**src/rtl/pic_irq_dispatcher.sv**
```systemverilog
// ---------------------------------------------------------------------------
// pic_irq_dispatcher
//
// AXI-lite master that boots and services a pic_axi_lite instance. After reset
// it writes the enable mask into the PIC. Whenever the PIC interrupt line is
// high while idle, it reads the pending register. It then picks the lowest-index
// pending (and enabled) source and offers that ID to a consumer over a
// valid/ready handshake. After the consumer's end-of-interrupt pulse, it clears
// the source with a write-1-to-clear access. Only one vector is in flight at a
// time. Any sources still pending are found by a fresh read on the next pass
// through IDLE.
//
// Ports
//   aclk, aresetn          clock, asynchronous active-low reset
//   m_axi_aw* / m_axi_w*   write address / write data channels (master side)
//   m_axi_b*               write response channel
//   m_axi_ar* / m_axi_r*   read address / read data channels
//   interrupt              PIC interrupt output (level)
//   cfg_enable             enable mask written at boot and on cfg_update
//   cfg_update             1-cycle pulse requesting an ENABLE rewrite
//   vec_valid/vec_id       dispatched source ID, held stable until vec_ready
//   vec_ready              consumer accepts vec_id
//   eoi                    1-cycle pulse: consumer finished the accepted vector
//   busy                   high in every state except IDLE
//   err                    sticky error: any non-OKAY bresp/rresp
// ---------------------------------------------------------------------------
module pic_irq_dispatcher #(
    parameter int          NUM_IRQ     = 16,
    parameter logic [31:0] BASE_ADDR   = 32'h0000_0000,
    parameter logic [31:0] OFF_ENABLE  = 32'h0000_0004,
    parameter logic [31:0] OFF_PENDING = 32'h0000_0008,
    parameter logic [31:0] OFF_CLEAR   = 32'h0000_000C,
    localparam int         IDW         = (NUM_IRQ > 1) ? $clog2(NUM_IRQ) : 1
) (
    input  logic               aclk,
    input  logic               aresetn,

    output logic [31:0]        m_axi_awaddr,
    output logic               m_axi_awvalid,
    input  logic               m_axi_awready,
    output logic [31:0]        m_axi_wdata,
    output logic               m_axi_wvalid,
    input  logic               m_axi_wready,
    input  logic [1:0]         m_axi_bresp,
    input  logic               m_axi_bvalid,
    output logic               m_axi_bready,
    output logic [31:0]        m_axi_araddr,
    output logic               m_axi_arvalid,
    input  logic               m_axi_arready,
    input  logic [31:0]        m_axi_rdata,
    input  logic [1:0]         m_axi_rresp,
    input  logic               m_axi_rvalid,
    output logic               m_axi_rready,

    input  logic               interrupt,
    input  logic [NUM_IRQ-1:0] cfg_enable,
    input  logic               cfg_update,
    output logic               vec_valid,
    output logic [IDW-1:0]     vec_id,
    input  logic               vec_ready,
    input  logic               eoi,
    output logic               busy,
    output logic               err
);

    typedef enum logic [3:0] {
        S_IDLE,
        S_CFG_AW,
        S_CFG_B,
        S_RD_AR,
        S_RD_R,
        S_DISPATCH,
        S_WAIT_EOI,
        S_CLR_AW,
        S_CLR_B
    } state_t;

    localparam logic [31:0] ADDR_ENABLE  = BASE_ADDR + OFF_ENABLE;
    localparam logic [31:0] ADDR_PENDING = BASE_ADDR + OFF_PENDING;
    localparam logic [31:0] ADDR_CLEAR   = BASE_ADDR + OFF_CLEAR;

    state_t             state_q, state_d;
    logic               upd_pend_q;
    logic               aw_done_q, w_done_q;
    logic [31:0]        wdata_q;
    logic [IDW-1:0]     vec_id_q;
    logic               err_q;

    logic               wr_phase;
    logic               aw_ok, w_ok;
    logic [NUM_IRQ-1:0] pend;
    logic [IDW-1:0]     first_id;
    logic               rd_accept;

    // Upper read-data bits beyond NUM_IRQ carry no meaning for this PIC.
    logic               unused_rdata;
    assign unused_rdata = &{1'b0, m_axi_rdata};

    // Pending sources qualified by the current enable mask, and the lowest set
    // bit among them (priority to the smallest index).
    // NOTE: every signal assigned in an always_comb gets a default first, so no
    // path can leave it unassigned and infer a latch.
    always_comb begin
        pend     = m_axi_rdata[NUM_IRQ-1:0] & cfg_enable;
        first_id = '0;
        for (int i = NUM_IRQ - 1; i >= 0; i--) begin
            if (pend[i]) first_id = IDW'(i);
        end
    end

    // A read response opens a dispatch only if it is OKAY and something is
    // actually pending; anything else is treated as spurious.
    assign rd_accept = (pend != '0) && (m_axi_rresp == 2'b00);

    assign wr_phase = (state_q == S_CFG_AW) || (state_q == S_CLR_AW);
    // Each write channel is finished once its own handshake has happened,
    // either in an earlier cycle (done flag) or in this one.
    assign aw_ok    = aw_done_q || (m_axi_awvalid && m_axi_awready);
    assign w_ok     = w_done_q  || (m_axi_wvalid  && m_axi_wready);

    // Next state and all bus outputs decode from the registered state, so an
    // asynchronous reset drops every valid immediately.
    always_comb begin
        state_d       = state_q;
        m_axi_awaddr  = '0;
        m_axi_awvalid = 1'b0;
        m_axi_wvalid  = 1'b0;
        m_axi_bready  = 1'b0;
        m_axi_araddr  = '0;
        m_axi_arvalid = 1'b0;
        m_axi_rready  = 1'b0;
        vec_valid     = 1'b0;

        unique case (state_q)
            S_IDLE: begin
                // A pended (or arriving) update wins over an interrupt.
                if (upd_pend_q || cfg_update) state_d = S_CFG_AW;
                else if (interrupt)           state_d = S_RD_AR;
            end
            S_CFG_AW: begin
                m_axi_awaddr  = ADDR_ENABLE;
                m_axi_awvalid = !aw_done_q;
                m_axi_wvalid  = !w_done_q;
                if (aw_ok && w_ok) state_d = S_CFG_B;
            end
            S_CFG_B: begin
                m_axi_bready = 1'b1;
                if (m_axi_bvalid) state_d = S_IDLE;
            end
            S_RD_AR: begin
                m_axi_araddr  = ADDR_PENDING;
                m_axi_arvalid = 1'b1;
                if (m_axi_arready) state_d = S_RD_R;
            end
            S_RD_R: begin
                m_axi_rready = 1'b1;
                if (m_axi_rvalid) state_d = rd_accept ? S_DISPATCH : S_IDLE;
            end
            S_DISPATCH: begin
                vec_valid = 1'b1;
                if (vec_ready) state_d = S_WAIT_EOI;
            end
            S_WAIT_EOI: begin
                if (eoi) state_d = S_CLR_AW;
            end
            S_CLR_AW: begin
                m_axi_awaddr  = ADDR_CLEAR;
                m_axi_awvalid = !aw_done_q;
                m_axi_wvalid  = !w_done_q;
                if (aw_ok && w_ok) state_d = S_CLR_B;
            end
            S_CLR_B: begin
                m_axi_bready = 1'b1;
                if (m_axi_bvalid) state_d = S_IDLE;
            end
            default: state_d = S_IDLE;
        endcase
    end

    assign m_axi_wdata = wdata_q;
    assign vec_id      = vec_id_q;
    assign busy        = (state_q != S_IDLE);
    assign err         = err_q;

    // NOTE: sequential state uses non-blocking assignments only, so every
    // register samples the pre-edge values regardless of statement order.
    always_ff @(posedge aclk or negedge aresetn) begin
        if (!aresetn) begin
            state_q    <= S_IDLE;
            // Reset leaves a boot update pended, so the first cycle after
            // release moves IDLE -> CFG_AW and writes the enable mask.
            upd_pend_q <= 1'b1;
            aw_done_q  <= 1'b0;
            w_done_q   <= 1'b0;
            wdata_q    <= '0;
            vec_id_q   <= '0;
            err_q      <= 1'b0;
        end else begin
            state_q <= state_d;

            // One-deep update latch; taking the update out of IDLE consumes it.
            if ((state_q == S_IDLE) && (state_d == S_CFG_AW)) upd_pend_q <= 1'b0;
            else if (cfg_update)                              upd_pend_q <= 1'b1;

            if (wr_phase && !(aw_ok && w_ok)) begin
                aw_done_q <= aw_ok;
                w_done_q  <= w_ok;
            end else begin
                aw_done_q <= 1'b0;
                w_done_q  <= 1'b0;
            end

            // Write data is captured on entry to a write state and held
            // stable for the whole write.
            if ((state_q == S_IDLE) && (state_d == S_CFG_AW))
                wdata_q <= 32'(cfg_enable);
            else if ((state_q == S_WAIT_EOI) && eoi)
                wdata_q <= 32'd1 << vec_id_q;

            if ((state_q == S_RD_R) && m_axi_rvalid && rd_accept)
                vec_id_q <= first_id;

            if ((m_axi_bvalid && m_axi_bready && (m_axi_bresp != 2'b00)) ||
                (m_axi_rvalid && m_axi_rready && (m_axi_rresp != 2'b00)))
                err_q <= 1'b1;
        end
    end

endmodule
```
**config.mk**
```make
export PLATFORM = sky130hd
export DESIGN_NAME = pic_irq_dispatcher
export DESIGN_NICKNAME = d
export VERILOG_FILES = /design/src/rtl/pic_irq_dispatcher.sv
export SDC_FILE = /design/constraint.sdc
export NUM_CORES = 1
export LEC_CHECK = 0
export BUFFER_PORTS_ARGS = -buffer_cell sky130_fd_sc_hd__buf_2
export CORE_UTILIZATION = 30
export DETAILED_ROUTE_END_ITERATION = 10
export GPL_TIMING_DRIVEN = 0
export PLACE_DENSITY_LB_ADDON = 0.25
export SKIP_CTS_REPAIR_TIMING = 1
export SLEW_MARGIN = 20
export SYNTH_ARGS = -nofsm -noshare
export SYNTH_HDL_FRONTEND = slang
export SYNTH_SLANG_ARGS = --single-unit
```
**constraint.sdc**
```tcl
create_clock -name aclk -period 2.2 [get_ports aclk]
set_clock_uncertainty 0.1 [all_clocks]
set_input_delay 0.11 -clock aclk [delete_from_list [all_inputs] [get_ports aclk]]
set_output_delay 0.11 -clock aclk [all_outputs]
set_load 0.02 [all_outputs]
```
Word-level counts from Yosys, hierarchy flattened
Cells that the tools add are included.
- input port bits: 63
- register bits after elaboration: 44
- bitwise operators: 1
- reductions and logical operators: 31
- equality and inequality tests: 9
- muxes and demuxes: 41
- shift-type cells: 1
- operator list (operator ; count):
    $mux W4 ; 26
    $mux W32 ; 2
    $pmux W4 S8 ; 1
    $shl A1 B4 Y32 const A ; 1
    $and A16 B16 Y16 ; 1
    $eq A4 B3 Y1 const B ; 4
    $reduce_bool A16 Y1 ; 1
    $logic_and A1 B1 Y1 ; 13
    $mux W1 ; 10
    $eq A4 B1 Y1 const B ; 2
    $eq A4 B2 Y1 const B ; 2
    $pmux W4 S2 ; 1
    $reduce_bool A2 Y1 ; 4
    $logic_or A1 B1 Y1 ; 5
    $eq A4 B4 Y1 const B ; 1
    $logic_not A4 Y1 ; 1
    $reduce_bool A4 Y1 ; 1
    $reduce_or A2 Y1 ; 2
    $logic_not A1 Y1 ; 3
    $mux W3 ; 1
    $logic_not A2 Y1 ; 1

Depth between registers and ports, before layout
- depth after elaboration: 17
- mapped depth: 8

Worst setup path after synthesis
Ideal clock, no wire load.
- path type: flip-flop to flip-flop
- from: register state_q[3]
- to: register vec_id_q[0], in the netlist vec_id[0]
- arrival: 1.556 ns
- period minus slack after synthesis: 1.798 ns
- setup slack: 0.402 ns
- cell stages (with the launch flop): 7
- library setup time: 0.141 ns
- buffers on the path: 1
- data required time: 1.959 ns
- path through: dfrtp_1 > buf_4 > nor4b_4 > and3_1 > o21ai_1 > a31oi_1 > a22oi_1
- longest elaborated chain between the ends: 3
- ends and longest elaborated chain (item ; line ; text):
    start: declaration ; 82 ; state_t state_q, state_d;
    start signal: assignment ; 199 ; state_q <= state_d;
    $eq A4 B3 Y1 ; 220 ; if ((state_q == S_RD_R) && m_axi_rvalid && rd_accept)
    $logic_and A1 B1 Y1 (2 in series) ; 220 ;
    end signal: assignment ; 221 ; vec_id_q <= first_id;
    end: declaration ; 86 ; logic [IDW-1:0] vec_id_q;
Every way passes these cells.
A chain may end at the register's enable or synchronous reset.

Final worst setup path
- from: register state_q[0]
- to: register wdata_q[11], in the netlist m_axi_wdata[11]
- longest elaborated chain between the ends: 11
- elaborated cells on any way between the ends: 33
- classes of those cells: 9 x eq/ne; 13 x mux; 11 x reduce/logical
- ends and longest elaborated chain (item ; line ; text):
    $eq A4 B1 Y1 / $eq A4 B3 Y1 (equally long branches) ; 134 ; unique case (state_q)
    $reduce_or A2 Y1 (no source line) ; -- ;
    $mux W1 ; -- ;
    $logic_and A1 B1 Y1, on equally long branches ; 118, 119 ;
    $logic_or A1 B1 Y1, on equally long branches ; 118, 119 ;
    $logic_and A1 B1 Y1 ; 144, 170 ;
    $mux W4, on equally long branches ; 170, 144 ;
    $pmux W4 S8 ; 134 ;
    $eq A4 B1 Y1 ; 215 ; if ((state_q == S_IDLE) && (state_d == S_CFG_AW))
    $logic_and A1 B1 Y1 ; 215 ;
    $mux W32 / $reduce_bool A2 Y1 (equally long branches) ; -- ;
    end signal: assignment ; 216 ; wdata_q <= 32'(cfg_enable);
    end signal: assignment ; 218 ; wdata_q <= 32'd1 << vec_id_q;
    end: declaration ; 85 ; logic [31:0] wdata_q;
Parallel ways exist; a longest one is shown, timed or not.

==> impl_summary.log <==
INFO  metric place_congestion = 0.7364
INFO  metric finalCritPeriodShare = between 80 and 90%
INFO  metric yosysMostFrequentCell = sky130_fd_sc_hd__buf_4
INFO  metric rsz_0062_raised_after_global_routing = no
INFO  metric vias_per_cell = between 4 and 5
INFO  metric ff2ff_path_depth = 5
INFO  metric cp_data_required_time = between 2 and 2.5 ns
INFO  metric hpwl = 5009 microns
INFO  metric routed_antenna_nets = 0
INFO  metric synth.area.top_cells = sky130_fd_sc_hd__dfrtp_1, sky130_fd_sc_hd__buf_4, sky130_fd_sc_hd__mux2i_1
INFO  metric ys_seq_elements = 28
INFO  metric share_of_flip_flops_with_an_asynchronous_set_or_reset = 100.0%
INFO  metric worst-setup-path-type = flop to flop
INFO  metric dieHeight = 93.17 microns
INFO  metric fp.coreArea = about 0.0079 sq mm
INFO  metric initial_cell_density_of_the_core = 31.61%
INFO  metric timing.rr.end = m_axi_wdata[11]$_DFFE_PN0P_
INFO  metric irDropWorstVdd = 0.3140 mV
INFO  metric dominantRegCellSynth = sky130_fd_sc_hd__dfrtp_1
INFO  metric slew-limit-headroom = 57.60%
INFO  metric tritoncts = done
INFO  metric htree_levels = 1
INFO  metric synth_common_cells = sky130_fd_sc_hd__buf_4, sky130_fd_sc_hd__nor2_1, sky130_fd_sc_hd__dfrtp_1
INFO  metric grt_start_max_net_pins = 29
INFO  metric slew_violations = 0
INFO  metric yosys_warnings = 0
INFO  metric detail_route.first_pass.iterations = 4
INFO  metric drc_errors = 0
INFO  metric rr_startpoint = state_q[0]$_DFF_PN0_
INFO  metric arrival_time_reported_for_the_critical_path_endpoint = 1.94 ns
INFO  metric clock_sinks = 28
INFO  metric hold_path_depth = 3
INFO  metric layout-drive-gt1-share = approximately 40%
INFO  metric violations = negative hold slack
INFO  metric finalCriticalPeriod = around 1.9 ns
INFO  metric holdWs = -0.007095 ns
INFO  metric powerDensity = 979.3 mW/mm^2
INFO  metric groute.usage.overall = 13.42%
INFO  metric postSynthAreaPerCell = approximately 8.5 sq um
INFO  metric crit_end_category = flop
INFO  metric cts.path.max_buffers = 2
INFO  metric fmax = 0.5364 GHz
INFO  metric final_net_count = 517
INFO  metric cts_buffers = 3
INFO  metric avgRoutedWirePerCell = 10.68 microns
INFO  metric timing.critical_path.from_type = flop
INFO  metric drt_iter0_drc = 62
INFO  metric std_cell_rows = 32
INFO  metric final-setup-viol-count = 0
INFO  metric clkLatencyLatePin = between 0.2 and 0.3 ns
INFO  metric final-hold-violation-count = 2
INFO  metric placement.cell_area = around 0.0033 sq mm
INFO  metric num_vias = 2,306
INFO  metric first_pass_grt_wire_length = a little over 9000 microns
INFO  metric power.leakage = 1.785 nW
INFO  metric vias_in_the_first_global_route = 1,967
INFO  metric drt-total-wl = 5927 microns
INFO  metric hold_class = input port to flop
INFO  metric min-delay-start = m_axi_awready
INFO  metric synth.yosys.seq_area_share = 28.15%
INFO  metric outcome = finished with violations
INFO  metric path_max_fanout = 10
INFO  metric die_x = 93.17 microns
INFO  metric port-buffer-count = 77
INFO  metric syn-instance-count = 295
INFO  metric timing.max_cap.violations = 0
INFO  metric netlist-cell-type-count = 51
INFO  metric synthesis.area = 0.002494 sq mm
INFO  metric fillerInstances = 868
INFO  metric synth_largest_area_cell = sky130_fd_sc_hd__dfrtp_1
INFO  metric hold-path-endpoint = aw_done_q$_DFF_PN0_
INFO  metric io-pin-count = between 150 and 200
INFO  metric grt.overflow.total = 0
INFO  metric die_area = 0.008681 sq mm
INFO  metric clock-root-buffer = sky130_fd_sc_hd__clkbuf_8
INFO  metric final_area = about 0.0034 sq mm
INFO  metric finalSetupTns = 0 ns
INFO  metric synth_edf_count = 0
INFO  metric synth.top_cell.area_share = 27.09%
INFO  metric syn2layout_area_growth = 34.62%
INFO  metric max_slew.worst_pin.slew = 0.6360 ns
INFO  metric antenna_diode_count = 0
INFO  metric grt_antenna_before_repair = 0
INFO  metric path_clk_slew = 0.10 ns
INFO  metric worst-r2r-setup-slack = 0.34 ns
[registers in the layout, summed over array words and instances (netlist names)]
| register | flops |
|---|---|
| aw_done_q | 1 |
| w_done_q | 1 |
| err | 1 |
| state_q | 4 |
| upd_pend_q | 1 |
| m_axi_wdata | 16 |
| vec_id | 4 |
[report_power, final]
part	total [mW]	switching, mW	internal (mW)	leakage (nW)
registers	0.931	0.177	0.753	0.325
clock network	0.329	0.169	0.161	0.0288
logic	2.03	1.24	0.788	1.43
[cells by family (layout without fill, tap and decap cells)]
group	Yosys count	after routing	share of synthesized area, %
buffers and inverters	95	177	28.40
and+or+nand+nor	90	90	19.02
AOI/OAI and AO/OA	62	62	16.76
DFF	28	28	28.15
muxes	17	17	6.824
xor gates and xnor gates	2	2	0.7026
other	1	77	0.1504
[routing by layer]
metal	global-route usage, %	wire length, microns	up-vias
li1	-	-	1183
met1	17.08	2627	1013
met2	23.90	2805	106
met3	2.358	457	4
met4	2.308	36	0
met5	0	0	-
[per-stage QoR]
stage / hold WS [ns] / utilization, % / power [mW] / instances / setup slack, ns
after floorplan: -0.2856 / - / 2.405 / 371 / 0.4025
after global routing: 0.02080 / 42.56 / 3.546 / 555 / 0.2135
after detailed placement: 0.08558 / 41.74 / 2.988 / 550 / 0.3433
after global placement: 0.08181 / 41.74 / 2.961 / 550 / 0.3348
after CTS: -0.2244 / 42.43 / 3.322 / 554 / 0.3220
final: -0.007095 / 42.56 / 3.287 / 555 / 0.3358
[critical path, stage by stage (launching register included)]
cell	delay, ns
sky130_fd_sc_hd__dfrtp_1	0.48
sky130_fd_sc_hd__buf_6	0.18
sky130_fd_sc_hd__nor3_4	0.48
sky130_fd_sc_hd__buf_12	0.21
sky130_fd_sc_hd__mux2i_1	0.22
sky130_fd_sc_hd__a21oi_1	0.09
[cells in the final DEF (no fill, tap or decap), types with 2 or more instances in the layout]
master,n
sky130_fd_sc_hd__dfrtp_1,27
sky130_fd_sc_hd__a32o_1,3
sky130_fd_sc_hd__a21oi_1,21
sky130_fd_sc_hd__xnor2_1,2
sky130_fd_sc_hd__a22o_1,4
sky130_fd_sc_hd__clkbuf_8,4
sky130_fd_sc_hd__o211ai_1,2
sky130_fd_sc_hd__nor3_1,8
sky130_fd_sc_hd__buf_6,5
sky130_fd_sc_hd__inv_1,7
sky130_fd_sc_hd__o21ai_0,6
sky130_fd_sc_hd__nand3_1,3
sky130_fd_sc_hd__nand2_1,18
sky130_fd_sc_hd__mux2i_1,17
sky130_fd_sc_hd__buf_4,79
sky130_fd_sc_hd__nor2_2,2
sky130_fd_sc_hd__a22oi_1,7
sky130_fd_sc_hd__nor2_1,38
sky130_fd_sc_hd__a222oi_1,2
sky130_fd_sc_hd__nand2b_1,5
sky130_fd_sc_hd__a211oi_1,2
sky130_fd_sc_hd__conb_1,77
sky130_fd_sc_hd__a31oi_1,4
sky130_fd_sc_hd__a21boi_0,2
sky130_fd_sc_hd__o22ai_1,2
sky130_fd_sc_hd__buf_2,78
sky130_fd_sc_hd__a21oi_2,2
[area by class of cell]
class	instances	area, sq um	area share (%)
Multi-Input combinational cell	248	1369	40.78
Sequential cell	28	701.9	20.91
Buffer	87	678.2	20.20
Timing Repair Buffer	78	395.4	11.78
Tap cell	102	127.6	3.802
Clock buffer	4	55.05	1.640
Inverter	8	30.03	0.8945
[how the worst max path moves through the flow]
stage / startpoint / end / slack, ns / cells after the start
after global routing: state_q[3]$_DFF_PN0_ / vec_id[0]$_DFFE_PN0P_ / 0.21 / 6
after global placement: state_q[3]$_DFF_PN0_ / vec_id[0]$_DFFE_PN0P_ / 0.33 / 6
after floorplan: state_q[3]$_DFF_PN0_ / vec_id[0]$_DFFE_PN0P_ / 0.40 / 6
after detailed placement: state_q[3]$_DFF_PN0_ / vec_id[0]$_DFFE_PN0P_ / 0.34 / 6
after CTS: state_q[3]$_DFF_PN0_ / vec_id[0]$_DFFE_PN0P_ / 0.32 / 6
final: state_q[0]$_DFF_PN0_ / m_axi_wdata[11]$_DFFE_PN0P_ / 0.34 / 5
No activity file was read; power rests on OpenSTA's default activity.
